==> config.mk <==
export PLATFORM = sky130hd
export DESIGN_NAME = clock_ratio_meter_flat
export DESIGN_NICKNAME = d
export VERILOG_FILES = /design/src/rtl/clk_meter_pkg.sv /design/src/rtl/clock_ratio_meter_if.sv /design/src/rtl/edge_sync.sv /design/src/rtl/clock_ratio_meter.sv /design/src/flat_wrapper.sv
export SDC_FILE = /design/constraint.sdc
export NUM_CORES = 1
export LEC_CHECK = 0
export BUFFER_PORTS_ARGS = -buffer_cell sky130_fd_sc_hd__buf_4
export CORE_UTILIZATION = 25
export CTS_BUF_LIST = sky130_fd_sc_hd__clkbuf_16
export DETAILED_ROUTE_END_ITERATION = 7
export PLACE_DENSITY = 0.47
export SETUP_SLACK_MARGIN = 0.2
export SYNTH_ARGS = -nofsm -noshare
export SYNTH_HDL_FRONTEND = slang
export SYNTH_SLANG_ARGS = --single-unit
==> constraint.sdc <==
create_clock -name clk_in -period 4.25 [get_ports clk_in]
set_clock_uncertainty 0.2 [all_clocks]
set_input_delay 0.425 -clock clk_in [delete_from_list [all_inputs] [get_ports clk_in]]
set_output_delay 0.425 -clock clk_in [all_outputs]
set_load 0.01 [all_outputs]
==> src/rtl/clk_meter_pkg.sv <==
// Shared types, constants and scale helper for the clock ratio meter.
package clk_meter_pkg;

  typedef enum logic [1:0] {
    IDLE      = 2'd0,
    WAIT_FALL = 2'd1,
    WAIT_RISE = 2'd2
  } meter_state_e;

  localparam logic [7:0] SCALE_MAX = 8'd255;

  // The divider makes each half-period N+1 cycles for setting N; wider halves are out of range.
  function automatic logic [7:0] scale_from_half(input int unsigned width);
    if (width > 32'd256) return SCALE_MAX;
    else if (width == 32'd0) return 8'd0;
    else return 8'(width - 32'd1);
  endfunction

endpackage

==> src/rtl/clock_ratio_meter_if.sv <==
// Control input, measured clock and measurement results of the clock ratio meter.
interface clock_ratio_meter_if #(
  parameter int CNT_W = 10
);
  logic             enable;
  logic             sig_in;
  logic [CNT_W-1:0] period;
  logic [CNT_W-1:0] high_time;
  logic [CNT_W-1:0] low_time;
  logic [7:0]       scale_out;
  logic             duty_ok;
  logic             valid;
  logic             locked;
  logic             timeout;

  modport master (
    output enable, sig_in,
    input  period, high_time, low_time, scale_out, duty_ok, valid, locked, timeout
  );

  modport slave (
    input  enable, sig_in,
    output period, high_time, low_time, scale_out, duty_ok, valid, locked, timeout
  );
endinterface

==> src/rtl/edge_sync.sv <==
// Synchroniser chain plus one history flop; emits single-cycle rise/fall pulses.
module edge_sync #(
  parameter int SYNC_STAGES = 2
) (
  input  logic clk_i,
  input  logic rst_i,
  input  logic sig_i,
  output logic rise_o,
  output logic fall_o
);

  logic [SYNC_STAGES-1:0] sync_q;
  logic                   hist_q;

  always_ff @(posedge clk_i) begin
    if (rst_i) begin
      sync_q <= '0;
      hist_q <= 1'b0;
    end else begin
      sync_q <= {sync_q[SYNC_STAGES-2:0], sig_i};
      hist_q <= sync_q[SYNC_STAGES-1];
    end
  end

  assign rise_o = sync_q[SYNC_STAGES-1] & ~hist_q;
  assign fall_o = ~sync_q[SYNC_STAGES-1] & hist_q;

endmodule

==> src/rtl/clock_ratio_meter.sv <==
// Measures period, high and low time of an external clock in clk_in cycles,
// recovers the divider setting and tracks lock on repeated identical periods.
module clock_ratio_meter
  import clk_meter_pkg::*;
#(
  parameter int CNT_W       = 10,
  parameter int SYNC_STAGES = 2,
  parameter int LOCK_COUNT  = 2
) (
  input  logic               clk_in,
  input  logic               rst,
  clock_ratio_meter_if.slave bus
);

  localparam logic [CNT_W-1:0]   CNT_MAX    = '1;
  localparam logic [CNT_W-1:0]   CNT_ONE    = CNT_W'(1);
  localparam int                 MATCH_W    = $clog2(LOCK_COUNT + 1);
  localparam logic [MATCH_W-1:0] MATCH_LOCK = MATCH_W'(LOCK_COUNT);
  localparam logic [MATCH_W-1:0] MATCH_ONE  = MATCH_W'(1);

  meter_state_e     state_q, state_d;
  logic [CNT_W-1:0] cnt_q, cnt_d;
  logic [CNT_W-1:0] hiCap_q, hiCap_d;
  logic [CNT_W-1:0] period_q, period_d;
  logic [CNT_W-1:0] highTime_q, highTime_d;
  logic [CNT_W-1:0] lowTime_q, lowTime_d;
  logic [7:0]       scale_q, scale_d;
  logic             dutyOk_q, dutyOk_d;
  logic             valid_q, valid_d;
  logic             timeout_q, timeout_d;
  logic [MATCH_W-1:0] match_q, match_d;

  logic             rise, fall;
  logic [CNT_W-1:0] cntInc;
  logic [CNT_W:0]   sum;
  logic [CNT_W-1:0] periodSat;

  edge_sync #(
    .SYNC_STAGES(SYNC_STAGES)
  ) u_edge_sync (
    .clk_i (clk_in),
    .rst_i (rst),
    .sig_i (bus.sig_in),
    .rise_o(rise),
    .fall_o(fall)
  );

  assign cntInc    = (cnt_q == CNT_MAX) ? cnt_q : cnt_q + CNT_ONE;
  assign sum       = {1'b0, hiCap_q} + {1'b0, cnt_q};
  assign periodSat = sum[CNT_W] ? CNT_MAX : sum[CNT_W-1:0];

  // An edge arriving on the saturated cycle is reported; only a missing edge times out.
  always_comb begin
    state_d    = state_q;
    cnt_d      = cnt_q;
    hiCap_d    = hiCap_q;
    period_d   = period_q;
    highTime_d = highTime_q;
    lowTime_d  = lowTime_q;
    scale_d    = scale_q;
    dutyOk_d   = dutyOk_q;
    valid_d    = 1'b0;
    timeout_d  = timeout_q;
    match_d    = match_q;

    if (!bus.enable) begin
      state_d = IDLE;
      match_d = '0;
    end else begin
      case (state_q)
        IDLE: begin
          if (rise) begin
            state_d = WAIT_FALL;
            cnt_d   = CNT_ONE;
          end
        end
        WAIT_FALL: begin
          if (fall) begin
            state_d = WAIT_RISE;
            hiCap_d = cnt_q;
            cnt_d   = CNT_ONE;
          end else if (cnt_q == CNT_MAX) begin
            state_d   = IDLE;
            timeout_d = 1'b1;
            match_d   = '0;
          end else begin
            cnt_d = cntInc;
          end
        end
        WAIT_RISE: begin
          if (rise) begin
            state_d    = WAIT_FALL;
            cnt_d      = CNT_ONE;
            highTime_d = hiCap_q;
            lowTime_d  = cnt_q;
            period_d   = periodSat;
            scale_d    = scale_from_half(32'(hiCap_q));
            dutyOk_d   = (hiCap_q == cnt_q);
            valid_d    = 1'b1;
            timeout_d  = 1'b0;
            if (periodSat != period_q) match_d = MATCH_ONE;
            else if (match_q < MATCH_LOCK) match_d = match_q + MATCH_ONE;
          end else if (cnt_q == CNT_MAX) begin
            state_d   = IDLE;
            timeout_d = 1'b1;
            match_d   = '0;
          end else begin
            cnt_d = cntInc;
          end
        end
        default: state_d = IDLE;
      endcase
    end
  end

  always_ff @(posedge clk_in) begin
    if (rst) begin
      state_q    <= IDLE;
      cnt_q      <= '0;
      hiCap_q    <= '0;
      period_q   <= '0;
      highTime_q <= '0;
      lowTime_q  <= '0;
      scale_q    <= '0;
      dutyOk_q   <= 1'b0;
      valid_q    <= 1'b0;
      timeout_q  <= 1'b0;
      match_q    <= '0;
    end else begin
      state_q    <= state_d;
      cnt_q      <= cnt_d;
      hiCap_q    <= hiCap_d;
      period_q   <= period_d;
      highTime_q <= highTime_d;
      lowTime_q  <= lowTime_d;
      scale_q    <= scale_d;
      dutyOk_q   <= dutyOk_d;
      valid_q    <= valid_d;
      timeout_q  <= timeout_d;
      match_q    <= match_d;
    end
  end

  assign bus.period    = period_q;
  assign bus.high_time = highTime_q;
  assign bus.low_time  = lowTime_q;
  assign bus.scale_out = scale_q;
  assign bus.duty_ok   = dutyOk_q;
  assign bus.valid     = valid_q;
  assign bus.timeout   = timeout_q;
  assign bus.locked    = (match_q >= MATCH_LOCK);

endmodule

==> src/flat_wrapper.sv <==
// flat-port wrapper written by rule: the top's interface ports become plain ports
module clock_ratio_meter_flat import clk_meter_pkg::*;
#(
  parameter int CNT_W       = 10,
  parameter int SYNC_STAGES = 2,
  parameter int LOCK_COUNT  = 2
)
  (clk_in, rst, bus_enable, bus_sig_in, bus_period, bus_high_time, bus_low_time, bus_scale_out, bus_duty_ok, bus_valid, bus_locked, bus_timeout);
  clock_ratio_meter_if #(.CNT_W(CNT_W)) bus_i ();
  input  logic clk_in;
  input  logic rst;
  input wire logic [$bits(bus_i.enable)-1:0] bus_enable;
  input wire logic [$bits(bus_i.sig_in)-1:0] bus_sig_in;
  output wire logic [$bits(bus_i.period)-1:0] bus_period;
  output wire logic [$bits(bus_i.high_time)-1:0] bus_high_time;
  output wire logic [$bits(bus_i.low_time)-1:0] bus_low_time;
  output wire logic [$bits(bus_i.scale_out)-1:0] bus_scale_out;
  output wire logic [$bits(bus_i.duty_ok)-1:0] bus_duty_ok;
  output wire logic [$bits(bus_i.valid)-1:0] bus_valid;
  output wire logic [$bits(bus_i.locked)-1:0] bus_locked;
  output wire logic [$bits(bus_i.timeout)-1:0] bus_timeout;
  assign bus_i.enable = bus_enable;
  assign bus_i.sig_in = bus_sig_in;
  assign bus_period = bus_i.period;
  assign bus_high_time = bus_i.high_time;
  assign bus_low_time = bus_i.low_time;
  assign bus_scale_out = bus_i.scale_out;
  assign bus_duty_ok = bus_i.duty_ok;
  assign bus_valid = bus_i.valid;
  assign bus_locked = bus_i.locked;
  assign bus_timeout = bus_i.timeout;
  clock_ratio_meter #(.CNT_W(CNT_W), .SYNC_STAGES(SYNC_STAGES), .LOCK_COUNT(LOCK_COUNT)) u_core (.clk_in(clk_in), .rst(rst), .bus(bus_i));
endmodule
======== Yosys cells after proc, flatten, opt, wreduce, memory -nomap -nowiden ========
Index checks and enable logic that the tools add are counted.
cells by class
  $add $sub $neg .......................... 4
  $lt $le $gt $ge ......................... 3
  equal/unequal tests ..................... 8
  muxes and demuxes ....................... 24
  bitwise logic cells ..................... 6
  reductions and logical operators ........ 11
operator list
  kind                   count
  $mux 10                5
  $pmux 10 s3            1
  $mux 2                 9
  $mux 8                 2
  $reduce_and 3->1       5
  $add 10x10->11         1
  $add 10x1->10 const B  1
  $eq 10x10->1           1
  $eq 10x10->1 const B   1
  $gt 10x9->1 const B    1
  $logic_not 10->1       1
  $ne 10x10->1           1
  $sub 8x1->8 const B    1
  $pmux 2 s3             1
  $mux 1                 4
  $ne 4x4->1 const B     1
  $not 1->1              4
  $pmux 2 s2             1
  $reduce_bool 3->1      1
  $reduce_or 3->1        1
  $add 2x1->2 const B    1
  $and 1x1->1            2
  $eq 2x1->1 const B     1
  $eq 2x2->1 const B     1
  8 further kinds        8
word-level totals
  bits in registers ....................... 68
  word-level logic and storage cells ...... 69

======== Depth between registers and ports, before layout ========
  depth in word-level cells ............... 6
  depth in mapped cells ................... 11

======== Cells and area by module ========
A second synthesis with hierarchy kept.
second synthesis, totals
  cell total of the unflattened synthesis .. 472
  area total of the unflattened synthesis .. 3702.3 µm²
modules (own cells, without submodules)
  module             times used  cells an instance  area each (µm²)  sequential area each (µm²)
  clock_ratio_meter  1           464                3611.0           1301.2
  edge_sync          1           8                  91.3             60.1

======== Least setup slack after synthesis ========
No wires, ideal clock.
  kind .................................... register to register
  start ................................... reg u_core.cnt_q[0]
  end ..................................... reg u_core.match_q[1]
  arrival time ............................ 2762 ps
  required time ........................... 3980 ps
  slack ................................... 1218 ps
  stages on the path, launching flop included .. 11
  period minus slack after synthesis ...... 3032 ps
  path through ............................ dfxtp_1 -> ha_1 -> fa_1 -> a21o_1 -> a221o_1 -> a21o_1 -> o21a_1 -> nor4_2 -> nand4_1 -> or4_1 -> a21oi_1
on the way
  longest elaborated chain between the ends .. 6
  elaborated cells on any way between the ends .. 11
  those cells by class .................... 1 x add/sub; 3 x eq/ne; 6 x mux; 1 x reduce/logical
RTL lines
  item                    RTL line                  RTL
  start, declared         clock_ratio_meter.sv:22   logic [CNT_W-1:0] cnt_q, cnt_d;
  start signal, assigned  clock_ratio_meter.sv:131  cnt_q <= cnt_d;
  $add 10x10->11          clock_ratio_meter.sv:49   assign sum = {1'b0, hiCap_q} + {1'b0, cnt_q};
  $mux 10                 clock_ratio_meter.sv:50   assign periodSat = sum[CNT_W] ? CNT_MAX : sum[CNT_W-1:0];
  $ne 10x10->1            clock_ratio_meter.sv:101  if (periodSat != period_q) match_d = MATCH_ONE;
  $mux 2                  clock_ratio_meter.sv:101
  $mux 2                  clock_ratio_meter.sv:91   if (rise) begin
  $pmux 2 s2              clock_ratio_meter.sv:70   case (state_q)
  end signal, assigned    clock_ratio_meter.sv:140  match_q <= match_d;
  end, declared           clock_ratio_meter.sv:31   logic [MATCH_W-1:0] match_q, match_d;
Several ways; a longest one is shown, not always the timed one. The select of a mux whose other input is x is not followed.
A chain may end at the register's enable or synchronous reset.

======== Worst setup path in the final report ========
Same ends and word-level chain as after synthesis.

==> flow_metrics.env <==
export IMPL_status="completed"
export IMPL_hold_buffers=0
export IMPL_holdPathStages=2
export IMPL_drc=0
export IMPL_drive_gt1_share_pct=14.0
export IMPL_reg2reg_depth=10
export IMPL_top_level_ports=46
export IMPL_power_switching_w=0.000301
export IMPL_ir_drop_mv=0.199
export IMPL_avgSynthCellArea_um2=7.93
export IMPL_initial_core_util_pct=25.5
export IMPL_ys_warn_count=0
export IMPL_cts_tree="built"
export IMPL_min_path_type="input pin to flip-flop"
export IMPL_fin_tns_setup_ns=0
export IMPL_rsz0062_at_grt="false"
export IMPL_crit_arrival_ns=3.56
export IMPL_grt_use_total_pct=13.8
export IMPL_yosysUniqueCellTypes=56
export IMPL_cts_made_buffers=9
export IMPL_critPathRequiredTime_ns=4.31
export IMPL_synth_enable_flop_cells=0
export IMPL_cp_end_kind="flip-flop"
export IMPL_insertion_delay_ns=0.33
export IMPL_htree_levels=3
export IMPL_power_share_combinational_pct=2.0
export IMPL_clockBufferDepth=2
export IMPL_worstMarginPinSlew_ns=0.849
export IMPL_cts_root_buf="clkbuf_16"
export IMPL_period_needed_ns=3.50
export IMPL_synth_seq_cells=68
export IMPL_slew_viol_final=0
export IMPL_wl_per_cell_um=14.2
export IMPL_cap_violations=0
export IMPL_ys_seq_area_share_pct=38.7
export IMPL_power_frac_clock_pct=51.9
export IMPL_rrSetupSlack_ns=0.75
export IMPL_clk_pin_slew_worst_paths_ns=0.06
export IMPL_die_area_um2=14600
export IMPL_critPathKind="flip-flop to flip-flop"
export IMPL_synth_flop_cell="dfxtp_1"
export IMPL_area_delta_synth_final_pct=22.3
export IMPL_antenna_found_initial=0
export IMPL_overflow=0
export IMPL_fmax_mhz=286
export IMPL_antennaDiodeCount=0
export IMPL_ant_nets=0
export IMPL_avgViaCountPerCell=4.86
export IMPL_netSwitchingFraction_pct=21.6
export IMPL_syn_instance_count=444
export IMPL_grt_max_degree=60
export IMPL_power_frac_seq_pct=46.0
export IMPL_powerDensity_nw_per_um2=324
export IMPL_row_count=43
export IMPL_netlist_area_um2=3520
export IMPL_fin_crit_sh_pct=82.4
export IMPL_drt_wl_total_um=9430
export IMPL_worst_path_max_fanout=13
export IMPL_syn_num_nets=466
export IMPL_holdWs_ns=0.105
export IMPL_dp_hpwl_um=6730
export IMPL_cts_sinks=68
export IMPL_max_slew_margin_pct=43.0
export IMPL_p_int_w=0.00109
export IMPL_n_fill_cell=1440
export IMPL_die_w_um=121
export IMPL_p_leak_nw=1.66
export IMPL_synthArstFlopShare_pct=0
export IMPL_finalHoldViolCount=0
export IMPL_gp_congestion=0.819
export IMPL_die_h_um=121
export IMPL_post_cts_buffers=0
export IMPL_drt_iter0_markers=185
export IMPL_vias=3239
export IMPL_cts_resized=0
export IMPL_cp_start_kind="flip-flop"
export IMPL_first_global_vias=3064
export IMPL_p_total_w=0.00139
export IMPL_num_nets_final=504
export IMPL_grt_pass1_wl_um=15600
export IMPL_dr_pass1_iters=6
export IMPL_fin_util_pct=31.2
export IMPL_setup_viol=0
export IMPL_port_buffers=45
export IMPL_coreArea_um2=13800
## power by group through the flow
stage | clock network, W | logic (W) | registers (W)
after floorplan | 0 | 0.0000201 | 0.000655
after global placement | 0 | 0.0000290 | 0.000656
after detailed placement | 0 | 0.0000289 | 0.000656
after CTS | 0.000747 | 0.0000290 | 0.000642
after global routing | 0.000776 | 0.0000324 | 0.000642
final | 0.000724 | 0.0000284 | 0.000642
## worst paths after layout
check	start	to
max	u_core.cnt_q[0]	u_core.match_q[1]
min	bus_sig_in	u_core.u_edge_sync.sync_q[0]
max reg2reg	u_core.cnt_q[0]	u_core.match_q[1]
min reg2reg	u_core.u_edge_sync.sync_q[0]	u_core.u_edge_sync.sync_q[1]
## cell type report
class                      count  area, um2  area share (%)
multi-input combinational    346       2040            47.3
sequential                    68       1360            31.6
timing repair buffer          47        365            8.48
clock buffer                   9        225            5.23
tap                          180        225            5.23
clock inverter                 6       57.6            1.34
inverter                      10       37.5           0.871
## worst max-delay path, cell delays in order, from the launching register on
cell	delay, ns
dfxtp_1	0.40
ha_1	0.25
fa_1	0.42
a21o_1	0.21
a221o_1	0.37
a21o_1	0.33
o21a_1	0.25
nor4_2	0.26
nand4_1	0.17
or4_1	0.42
a21oi_1	0.16
## cell families after synthesis
logic type	after synthesis	synth area share (%)
AND/OR/NAND/NOR	181	23.7
flip-flops	68	38.7
XOR/XNOR	18	4.48
buffers and inverters	30	3.52
multiplexers	2	0.568
adder cells (fa/ha/maj)	18	6.61
AO/OA/AOI/OAI	127	22.5
## placed cells by master, fill, tap and decap left out, drive strengths merged, types with 4 or more instances in the layout
cell type and n:
nor3 11, nand3 6, xor2 9, nor2 44, inv 11, nor2b 5, dfxtp 68, a311oi 4
xnor2 9, a211oi 13, nor4 6, clkbuf 9, o211ai 6, clkinv 4, nand2 77, and3 10
a21oi 62, nand4 5, a21o 4, buf 47, o21ai 15, ha 17
## flip-flops by register name, summed over array words and instances, names as in the netlist
signal / count
u_core.bus.scale_out: 8
u_core.u_edge_sync.sync_q: 2
u_core.state_q: 2
u_core.bus.low_time: 10
u_core.bus.valid: 1
u_core.hiCap_q: 10
u_core.bus.high_time: 10
u_core.bus.timeout: 1
u_core.bus.duty_ok: 1
u_core.u_edge_sync.hist_q: 1
u_core.cnt_q: 10
u_core.match_q: 2
u_core.bus.period: 10
## per-layer routing
metal	track usage (%)	vias up	wire (um)
met1	18.3	1513	4630
met2	22.2	57	4330
met3	2.97	10	341
li1	-	1659	-
met4	4.40	0	126
met5	0	-	0
## through the flow
stage / cells / instance area, um2 / setup slack, ns
after floorplan: 444 / 3520 / 1.22
after global placement: 651 / 4030 / 0.829
after detailed placement: 651 / 4030 / 0.763
after CTS: 666 / 4310 / 0.743
after global routing: 666 / 4310 / 0.520
final: 666 / 4310 / 0.750
## cell usage after synthesis, types with 2 or more instances
cell | n | share of area [%]
o21ai_0 | 15 | 2.1
nand3_1 | 6 | 0.85
inv_1 | 10 | 1.1
a211oi_1 | 13 | 2.8
and3_1 | 10 | 1.8
nand2_1 | 77 | 8.2
nand4_1 | 5 | 0.89
xnor2_1 | 9 | 2.2
a22oi_1 | 2 | 0.43
a21oi_1 | 61 | 8.7
clkbuf_1 | 16 | 1.7
nor3_1 | 11 | 1.6
ha_1 | 17 | 6.0
a21o_1 | 4 | 0.85
o21a_1 | 3 | 0.64
o211ai_1 | 6 | 1.3
nand3b_1 | 3 | 0.64
xor2_1 | 9 | 2.2
nor4_1 | 5 | 0.89
or3_1 | 3 | 0.53
nor2_1 | 42 | 4.5
nand2b_1 | 2 | 0.36
nor2_2 | 2 | 0.36
o32ai_1 | 2 | 0.50
a2bb2oi_1 | 2 | 0.50
dfxtp_1 | 68 | 39
mux2i_1 | 2 | 0.57
and2_1 | 3 | 0.53
buf_1 | 2 | 0.21
a311oi_1 | 4 | 0.99
nor2b_1 | 5 | 0.89
No activity file was read; power rests on OpenSTA's default activity.
